===== config.mk =====
export PLATFORM = sky130hd
export DESIGN_NAME = gs_if_ctrl_flat
export DESIGN_NICKNAME = d
export VERILOG_FILES = /design/src/rtl/gs_pkg.sv /design/src/rtl/gs_if_ctrl_if.sv /design/src/rtl/gs_sat_counter.sv /design/src/rtl/gs_if_ctrl.sv /design/src/flat_wrapper.sv
export SDC_FILE = /design/constraint.sdc
export NUM_CORES = 1
export LEC_CHECK = 0
export BUFFER_PORTS_ARGS = -buffer_cell sky130_fd_sc_hd__buf_2
export CAP_MARGIN = 40
export CORE_AREA = 2 2 105 107
export CTS_BUF_LIST = sky130_fd_sc_hd__clkbuf_8 sky130_fd_sc_hd__clkbuf_16
export CTS_CLUSTER_SIZE = 25
export DETAILED_ROUTE_END_ITERATION = 10
export DIE_AREA = 0 0 107 109
export PLACE_DENSITY = 0.95
export SYNTH_ARGS = -nofsm -noshare
export SYNTH_HDL_FRONTEND = slang
export SYNTH_HIERARCHICAL = 1
export SYNTH_SLANG_ARGS = --single-unit

===== constraint.sdc =====
create_clock -name clk -period 2.79 [get_ports clk]
set_clock_uncertainty 0.1 [all_clocks]
set_input_delay 0.279 -clock clk [delete_from_list [all_inputs] [get_ports clk]]
set_output_delay 0.279 -clock clk [all_outputs]
set_load 0.05 [all_outputs]

===== src/rtl/gs_pkg.sv =====
// Shared GoldenSnitch IF-control definitions.
// PC source encodings and the fetch sequencer state type.
package gs_pkg;

    localparam logic [3:0] PC_BOOT   = 4'd0;
    localparam logic [3:0] PC_NORMAL = 4'd1;
    localparam logic [3:0] PC_BRNACH = 4'd2;
    localparam logic [3:0] PC_JUMP   = 4'd3;

    typedef enum logic [2:0] {
        RST_WAIT = 3'd0,
        BOOT     = 3'd1,
        RUN      = 3'd2,
        PEND     = 3'd3,
        SLEEP    = 3'd4,
        WAKE     = 3'd5
    } if_ctrl_state_e;

endpackage


===== src/rtl/gs_if_ctrl_if.sv =====
// Control bundle between the fetch sequencer and its neighbours.
// master drives the request side, slave is the sequencer.
interface gs_if_ctrl_if #(
    parameter int ADDR_SIZE = 32
);

    logic                 fetch_en_i;
    logic                 br_taken_i;
    logic [ADDR_SIZE-1:0] br_addr_i;
    logic                 jump_i;
    logic [ADDR_SIZE-1:0] jump_addr_i;
    logic [ADDR_SIZE-1:0] pc_i;
    logic                 ld_use_i;
    logic                 id_ready_i;
    logic                 mem_busy_i;
    logic [3:0]           pc_mux_sel_o;
    logic [ADDR_SIZE-1:0] br_addr_o;
    logic [ADDR_SIZE-1:0] jump_addr_o;
    logic                 halt_if_o;
    logic                 flush_if_o;
    logic                 flush_id_o;
    logic                 boot_done_o;
    logic [31:0]          redirect_cnt_o;
    logic [31:0]          stall_cnt_o;

    modport master (
        output fetch_en_i, br_taken_i, br_addr_i,
        output jump_i, jump_addr_i, pc_i,
        output ld_use_i, id_ready_i, mem_busy_i,
        input  pc_mux_sel_o, br_addr_o, jump_addr_o,
        input  halt_if_o, flush_if_o, flush_id_o,
        input  boot_done_o, redirect_cnt_o, stall_cnt_o
    );

    modport slave (
        input  fetch_en_i, br_taken_i, br_addr_i,
        input  jump_i, jump_addr_i, pc_i,
        input  ld_use_i, id_ready_i, mem_busy_i,
        output pc_mux_sel_o, br_addr_o, jump_addr_o,
        output halt_if_o, flush_if_o, flush_id_o,
        output boot_done_o, redirect_cnt_o, stall_cnt_o
    );

endinterface


===== src/rtl/gs_sat_counter.sv =====
// Saturating event counter used for the IF perf statistics.
module gs_sat_counter #(
    parameter int WIDTH = 32
) (
    input  logic             clk,
    input  logic             rst,
    input  logic             inc_i,
    output logic [WIDTH-1:0] cnt_o
);

    always_ff @(posedge clk or negedge rst) begin
        if (!rst) begin
            cnt_o <= '0;
        end else if (inc_i && (cnt_o != '1)) begin
            cnt_o <= cnt_o + 1'b1;
        end
    end

endmodule


===== src/rtl/gs_if_ctrl.sv =====
// GoldenSnitch IF fetch sequencer: boot, redirects, stalls, sleep/wake.
// GS_IF_CTRL_PERF_EN enables the redirect/stall perf counters.
module gs_if_ctrl
    import gs_pkg::*;
#(
    parameter int BOOT_DELAY = 2,
    parameter int ADDR_SIZE  = 32
) (
    input logic         clk,
    input logic         rst,
    gs_if_ctrl_if.slave bus
);

    localparam logic [2:0] WAIT_MAX = 3'(BOOT_DELAY - 1);

    if_ctrl_state_e       state;
    if_ctrl_state_e       state_nx;
    logic [2:0]           wait_cnt;
    logic [ADDR_SIZE-1:0] pend_addr;
    logic [ADDR_SIZE-1:0] pend_nx;
    logic [ADDR_SIZE-1:0] resume_pc;
    logic [ADDR_SIZE-1:0] resume_nx;
    logic                 boot_done;
    logic [3:0]           sel;
    logic                 halt;
    logic                 flush_if;
    logic                 flush_id;
    logic                 issue;
    logic                 stall;
    logic                 redir;
    logic [ADDR_SIZE-1:0] redir_addr;
    logic                 go_sleep;
    logic                 go_pend;
    logic                 go_redir;

    assign redir      = bus.br_taken_i | bus.jump_i;
    assign redir_addr = bus.br_taken_i ? bus.br_addr_i
                                       : bus.jump_addr_i;

    // Sleep wins over any redirect; its target becomes the resume PC.
    assign go_sleep = ~bus.fetch_en_i;
    assign go_pend  = bus.fetch_en_i & redir & bus.mem_busy_i;
    assign go_redir = bus.fetch_en_i & redir & ~bus.mem_busy_i;

    always_comb begin
        state_nx  = state;
        pend_nx   = pend_addr;
        resume_nx = resume_pc;
        sel       = PC_NORMAL;
        halt      = 1'b1;
        flush_if  = 1'b0;
        flush_id  = 1'b0;
        issue     = 1'b0;
        unique case (state)
            RST_WAIT: begin
                if (wait_cnt == WAIT_MAX && bus.fetch_en_i)
                    state_nx = BOOT;
            end
            BOOT: begin
                sel      = PC_BOOT;
                halt     = 1'b0;
                state_nx = RUN;
            end
            RUN: begin
                unique case (1'b1)
                    go_sleep: begin
                        flush_if  = 1'b1;
                        resume_nx = redir ? redir_addr : bus.pc_i;
                        state_nx  = SLEEP;
                    end
                    go_pend: begin
                        flush_id = 1'b1;
                        pend_nx  = redir_addr;
                        state_nx = PEND;
                    end
                    go_redir: begin
                        flush_id = 1'b1;
                        halt     = 1'b0;
                        issue    = 1'b1;
                        sel      = bus.br_taken_i ? PC_BRNACH
                                                  : PC_JUMP;
                    end
                    default: begin
                        halt = bus.ld_use_i | ~bus.id_ready_i
                             | bus.mem_busy_i;
                    end
                endcase
            end
            PEND: begin
                flush_id = 1'b1;
                if (!bus.fetch_en_i) begin
                    flush_if  = 1'b1;
                    resume_nx = pend_addr;
                    state_nx  = SLEEP;
                end else if (!bus.mem_busy_i) begin
                    sel      = PC_BRNACH;
                    halt     = 1'b0;
                    issue    = 1'b1;
                    state_nx = RUN;
                end
            end
            SLEEP: begin
                if (bus.br_taken_i)
                    resume_nx = bus.br_addr_i;
                else if (bus.jump_i)
                    resume_nx = bus.jump_addr_i;
                if (bus.fetch_en_i)
                    state_nx = WAKE;
            end
            WAKE: begin
                sel  = PC_JUMP;
                halt = bus.mem_busy_i;
                if (!bus.mem_busy_i)
                    state_nx = RUN;
            end
            default: state_nx = RST_WAIT;
        endcase
    end

    always_ff @(posedge clk or negedge rst) begin
        if (!rst) begin
            state     <= RST_WAIT;
            wait_cnt  <= '0;
            pend_addr <= '0;
            resume_pc <= '0;
            boot_done <= 1'b0;
        end else begin
            state     <= state_nx;
            pend_addr <= pend_nx;
            resume_pc <= resume_nx;
            if (state == RST_WAIT && wait_cnt != WAIT_MAX)
                wait_cnt <= wait_cnt + 3'd1;
            if (state == BOOT)
                boot_done <= 1'b1;
        end
    end

    assign stall = (state == RUN) & halt;

    assign bus.pc_mux_sel_o = sel;
    assign bus.halt_if_o    = halt;
    assign bus.flush_if_o   = flush_if;
    assign bus.flush_id_o   = flush_id;
    assign bus.boot_done_o  = boot_done;
    assign bus.br_addr_o    = (state == PEND) ? pend_addr
                                              : bus.br_addr_i;
    assign bus.jump_addr_o  = (state == WAKE) ? resume_pc
                                              : bus.jump_addr_i;

`ifdef GS_IF_CTRL_PERF_EN
    gs_sat_counter #(.WIDTH(32)) u_redir_cnt (
        .clk   (clk),
        .rst   (rst),
        .inc_i (issue),
        .cnt_o (bus.redirect_cnt_o)
    );

    gs_sat_counter #(.WIDTH(32)) u_stall_cnt (
        .clk   (clk),
        .rst   (rst),
        .inc_i (stall),
        .cnt_o (bus.stall_cnt_o)
    );
`else
    logic unused_perf;
    assign unused_perf        = issue ^ stall;
    assign bus.redirect_cnt_o = '0;
    assign bus.stall_cnt_o    = '0;
`endif

endmodule


===== src/flat_wrapper.sv =====
// flat-port wrapper written by rule: the top's interface ports become plain ports
module gs_if_ctrl_flat import gs_pkg::*;
#(
    parameter int BOOT_DELAY = 2,
    parameter int ADDR_SIZE  = 32
)
  (clk, rst, bus_fetch_en_i, bus_br_taken_i, bus_br_addr_i, bus_jump_i, bus_jump_addr_i, bus_pc_i, bus_ld_use_i, bus_id_ready_i, bus_mem_busy_i, bus_pc_mux_sel_o, bus_br_addr_o, bus_jump_addr_o, bus_halt_if_o, bus_flush_if_o, bus_flush_id_o, bus_boot_done_o, bus_redirect_cnt_o, bus_stall_cnt_o);
  gs_if_ctrl_if #(.ADDR_SIZE(ADDR_SIZE)) bus_i ();
  input logic clk;
  input logic rst;
  input wire logic [$bits(bus_i.fetch_en_i)-1:0] bus_fetch_en_i;
  input wire logic [$bits(bus_i.br_taken_i)-1:0] bus_br_taken_i;
  input wire logic [$bits(bus_i.br_addr_i)-1:0] bus_br_addr_i;
  input wire logic [$bits(bus_i.jump_i)-1:0] bus_jump_i;
  input wire logic [$bits(bus_i.jump_addr_i)-1:0] bus_jump_addr_i;
  input wire logic [$bits(bus_i.pc_i)-1:0] bus_pc_i;
  input wire logic [$bits(bus_i.ld_use_i)-1:0] bus_ld_use_i;
  input wire logic [$bits(bus_i.id_ready_i)-1:0] bus_id_ready_i;
  input wire logic [$bits(bus_i.mem_busy_i)-1:0] bus_mem_busy_i;
  output wire logic [$bits(bus_i.pc_mux_sel_o)-1:0] bus_pc_mux_sel_o;
  output wire logic [$bits(bus_i.br_addr_o)-1:0] bus_br_addr_o;
  output wire logic [$bits(bus_i.jump_addr_o)-1:0] bus_jump_addr_o;
  output wire logic [$bits(bus_i.halt_if_o)-1:0] bus_halt_if_o;
  output wire logic [$bits(bus_i.flush_if_o)-1:0] bus_flush_if_o;
  output wire logic [$bits(bus_i.flush_id_o)-1:0] bus_flush_id_o;
  output wire logic [$bits(bus_i.boot_done_o)-1:0] bus_boot_done_o;
  output wire logic [$bits(bus_i.redirect_cnt_o)-1:0] bus_redirect_cnt_o;
  output wire logic [$bits(bus_i.stall_cnt_o)-1:0] bus_stall_cnt_o;
  assign bus_i.fetch_en_i = bus_fetch_en_i;
  assign bus_i.br_taken_i = bus_br_taken_i;
  assign bus_i.br_addr_i = bus_br_addr_i;
  assign bus_i.jump_i = bus_jump_i;
  assign bus_i.jump_addr_i = bus_jump_addr_i;
  assign bus_i.pc_i = bus_pc_i;
  assign bus_i.ld_use_i = bus_ld_use_i;
  assign bus_i.id_ready_i = bus_id_ready_i;
  assign bus_i.mem_busy_i = bus_mem_busy_i;
  assign bus_pc_mux_sel_o = bus_i.pc_mux_sel_o;
  assign bus_br_addr_o = bus_i.br_addr_o;
  assign bus_jump_addr_o = bus_i.jump_addr_o;
  assign bus_halt_if_o = bus_i.halt_if_o;
  assign bus_flush_if_o = bus_i.flush_if_o;
  assign bus_flush_id_o = bus_i.flush_id_o;
  assign bus_boot_done_o = bus_i.boot_done_o;
  assign bus_redirect_cnt_o = bus_i.redirect_cnt_o;
  assign bus_stall_cnt_o = bus_i.stall_cnt_o;
  gs_if_ctrl #(.BOOT_DELAY(BOOT_DELAY), .ADDR_SIZE(ADDR_SIZE)) u_core (.clk(clk), .rst(rst), .bus(bus_i));
endmodule

-- After elaboration in Yosys (flattened, before gate mapping)
Cells that the tools add are included.
- flip-flop bits (word level): 71
- input port bits: 104
- output and inout port bits: 136
- logic and storage cells: 66
- add/sub/neg operators: 1
- equality and inequality tests: 13
- muxes and demuxes: 28
- bitwise operators: 9
- reduce and logical (&&, ||, !) cells: 10
- operator list (cell ; count):
    $mux W32 ; 8
    $pmux W32 S3 ; 1
    $pmux W3 S6 ; 1
    $pmux W4 S4 ; 1
    $mux W3 ; 4
    $mux W4 ; 2
    $eq A3 B1 Y1 const B ; 2
    $eq A3 B2 Y1 const B ; 2
    $eq A3 B3 Y1 const B ; 2
    $mux W1 ; 6
    $ne A2 B2 Y1 const B ; 3
    $ne A3 B1 Y1 const B ; 2
    $pmux W3 S2 ; 1
    $reduce_or A2 Y1 ; 3
    $pmux W1 S2 ; 2
    $pmux W1 S4 ; 1
    $reduce_and A4 Y1 ; 1
    $add A3 B1 Y3 const B ; 1
    $and A1 B1 Y1 ; 3
    $logic_not A3 Y1 ; 1
    $ne A3 B3 Y1 const B ; 1
    $not A1 Y1 ; 3
    $or A1 B1 Y1 ; 3
    $reduce_and A3 Y1 ; 1
    other kinds (5) ; 6

-- Logic depth before layout (Yosys ltp)
- depth after elaboration: 6
- gate-level depth with buffers: 7
- depth with buffers taken out: 6

-- Worst setup path after synthesis
No wires, ideal clock.
- path type: register -> output
- from: reg u_core.state[2]
- to: out bus_pc_mux_sel_o[1]
- arrival time: 1.891 ns
- required time: 2.411 ns
- path slack: 0.520 ns
- stages on the path, launching flop included: 4
- buffers on the path: 1
- cell sequence: dfrtp_1 -> nand2b_1 -> buf_2 -> o31ai_1
- word-level cells in the longest chain between the ends: 2
- elaborated cells on any way between the ends: 5
- classes of those cells: eq/ne (4); mux (1)
- ends and longest elaborated chain (item ; RTL line ; text):
    start, declared ; gs_if_ctrl.sv:16 ; if_ctrl_state_e state;
    start signal, assigned ; gs_if_ctrl.sv:128 ; state <= state_nx;
    $eq A3 B3 Y1 (tied with other cells) ; gs_if_ctrl.sv:54 ; unique case (state)
    $pmux W4 S4 * ; gs_if_ctrl.sv:54 ;
    end, declared ; flat_wrapper.sv:20 ; output wire logic [$bits(bus_i.pc_mux_sel_o)-1:0] bus_pc_mux_sel_o;
Every way passes the cells marked *; elsewhere a longest branch is shown, timed or not.

-- Worst setup path in the final report
- from: reg u_core.state[1]
- to: out bus_br_addr_o[18]
- word-level cells in the longest chain between the ends: 2
- ends and longest elaborated chain (item ; RTL line ; text):
    $eq A3 B2 Y1 ; gs_if_ctrl.sv:145 ; assign bus.br_addr_o = (state == PEND) ? pend_addr
    $mux W32 ; gs_if_ctrl.sv:145 ;
    end, declared ; flat_wrapper.sv:21 ; output wire logic [$bits(bus_i.br_addr_o)-1:0] bus_br_addr_o;
Every way passes these cells.

==> metrics.md <==
| Metric | Value |
|---|---|
| Status | `finished clean` |
| Synth unique cells | `38` |
| WL final | `13890 um` |
| First-pass GRT wire length | `21750 um` |
| Core area | `10600 um^2` |
| I/O pin count | `240` |
| Vias per inst | `5.334` |
| Final min period | `2580 ps` |
| Vias in the first global route | `4723` |
| Flip-flop and latch count after synthesis | `71` |
| Clock Path Buffers | `2` |
| Overall die area | `11660 um^2` |
| Setup crit end kind | `output port` |
| TritonCTS clock tree | `done` |
| Most common cell in the netlist | `mux2_2` |
| Clock sinks | `71` |
| Clock Latency Late Sink | `330 ps` |
| Top post-synthesis cells by area | `dfrtp_1 32%, mux2_2 16%, buf_4 9.1%` |
| Clock root buffer | `clkbuf_8` |
| Yosys top cell area share | `32.29%` |
| Antenna violations before repair | `0` |
| Area Overhead vs Synth | `18.17%` |
| Initial Utilization | `51.90%` |
| Starting DRT DRC Count | `361` |
| Setup violators final | `0` |
| Top cells by count, synth | `76 x mux2_2, 71 x dfrtp_1, 68 x nand2_1` |
| Worst Max-Slew Pin Slew | `635.1 ps` |
| Top FF cell, synth | `dfrtp_1` |
| Largest net degree at the start of global routing | `50` |
| Remaining Overflow, GRT | `0` |
| Max Freq | `387.7 MHz` |
| Max-cap viol count | `0` |
| Placed cell count | `902` |
| Post-layout nets | `880` |
| Final core utilization | `61.33%` |
| Mapped Area | `5503 um^2` |
| Antenna cells | `0` |
| Vias | `4902` |
| Slew Limit Fails | `0` |
| Slew HR | `57.27%` |
| Area leader, netlist | `dfrtp_1` |
| Height of the chip | `109 um` |
| Antenna viol nets, final | `0` |
| Detailed Routing Iterations Pass 1 | `5` |
| Mapped Avg Cell Area | `8.890 um^2` |
| Proportion of layout cells with a drive suffix above 1 | `36.97%` |
| HP Class | `input port to register` |
| Mapped Cells | `619` |
| Post-synth EDFFs | `0` |
| Routed WL per cell | `15.11 um` |
| Rows | `38` |
| Synth warn | `6` |
| Crit start category | `register` |
| Die extent in x | `107 um` |
| Fin. Hold Viols | `0` |
| DRC Markers | `0` |
| Setup TNS | `0 ps` |
| Pwr Density | `913.8 nW/um^2` |
| CTS clk-pin slew, worst paths | `80 ps` |
| Critical path arrival | `2200 ps` |
| Crit path required time | `2410 ps` |
| Final period util | `92.46%` |
| Worst IR Drop VDD | `581.6 uV` |
| Critical path fanouts, max | `26` |
| Final GP Congestion | `0.8562` |
| Port Buf Inserts | `173` |
| Leak pwr | `3.219 nW` |
| DPL Wire Length | `10260 um` |
| Worst slack, placed | `583.7 ps` |
| H-tree levels | `3` |
| Worst setup margin | `210.5 ps` |
| Unrepaired setup endpoints after global routing | `false` |
| Post-synth ARST share | `100.0%` |
| Final cell count without fillers | `919` |
| Sequential share of the synthesized area | `32.29%` |
| Critical path type | `register to output port` |
| CTS buffer count | `9` |
| Global router's overall resource usage | `23.20%` |
| Post-CTS setup buffer count | `0` |
[critical path: stages, from the launching register on]
cell and delay, ps:
dfrtp_1 630, and3b_2 280, buf_4 330, mux2_2 390, buf_2 220
[cell usage in the layout (no fill, tap or decap), drive strengths merged, types with 3 or more instances in the layout]
master / n
clkbuf: 11
inv: 34
buf: 190
a21oi: 5
nand2b: 5
nand2: 68
conb: 66
bufinv: 3
a31oi: 32
mux2: 96
nor2: 39
mux2i: 32
o21ai: 66
a22oi: 33
dfrtp: 71
[flip-flops by register name (all words and copies together), names as in the netlist]
signal / cells
u_core/pend_addr: 32
u_core/resume_pc: 32
u_core/state: 3
u_core/wait_cnt: 3
u_core/bus.boot_done_o: 1
[metrics by stage]
step / hold WS, ps / power [mW] / instance area, um^2
final: 221.4 / 5.942 / 6502
after global routing: 241.0 / 6.287 / 6502
after CTS: 195.5 / 5.945 / 6502
after detailed placement: 162.0 / 4.895 / 6237
after global placement: 357.4 / 4.781 / 6217
after floorplan: -116.6 / 4.225 / 5747
[final timing paths]
check,cells past startpoint,startpoint,end,slack [ps]
worst min register to register,1,u_core/wait_cnt[2]$_DFFE_PN0P_,u_core/wait_cnt[2]$_DFFE_PN0P_,380
worst max register to register,4,u_core/state[1]$_DFFE_PN0P_,u_core/pend_addr[14]$_DFFE_PN0P_,560
min in group asynchronous,2,rst,u_core/wait_cnt[1]$_DFFE_PN0P_,330
worst min-delay path,3,bus_mem_busy_i,u_core/state[0]$_DFFE_PN0P_,220
worst max-delay path,4,u_core/state[1]$_DFFE_PN0P_,bus_br_addr_o[18],210
max in group asynchronous,3,rst,u_core/resume_pc[14]$_DFFE_PN0P_,1690
[report_power, final]
part / leakage [nW] / internal (mW) / switching, mW / total [mW]
Sequential: 0.841 / 1.51 / 0.362 / 1.87
Clock: 0.130 / 0.644 / 0.396 / 1.04
Combinational: 2.25 / 1.02 / 2.01 / 3.03
[what timing repair did]
item                      CTS  global route
hold endpoints to repair   34             0
gates resized for setup     0             0
hold buffers                1             0
[cells by family after synthesis]
family                     Yosys count  share of synthesized area [%]
buffers and inverters              146                          15.42
xor gates and xnor gates             2                         0.3184
other                                1                        0.06815
muxes                              128                          25.47
adders and majority gates            2                         0.4547
AOI/OAI and AO/OA                  148                          16.64
and+or+nand+nor                    121                          9.345
DFF                                 71                          32.29
[layer usage]
| metal | track usage [%] | vias to the layer above | share of wire, % |
|---|---|---|---|
| met3 | 3.347 | 18 | 6.6 |
| li1 | - | 2351 | - |
| met1 | 29.13 | 2317 | 42 |
| met5 | 0 | - | 0 |
| met2 | 40.90 | 216 | 50 |
| met4 | 8.163 | 0 | 1.4 |
[final cells by class]
class | count | area (um^2)
well taps | 140 | 175.2
multi-input cells | 467 | 3137
clock inverters | 5 | 103.9
clock buffers | 11 | 151.4
inverters | 34 | 127.6
fillers | 897 | 4100
flip-flops and latches | 71 | 1777
repair buffers | 191 | 1031
Power figures use the tool's default switching activity.
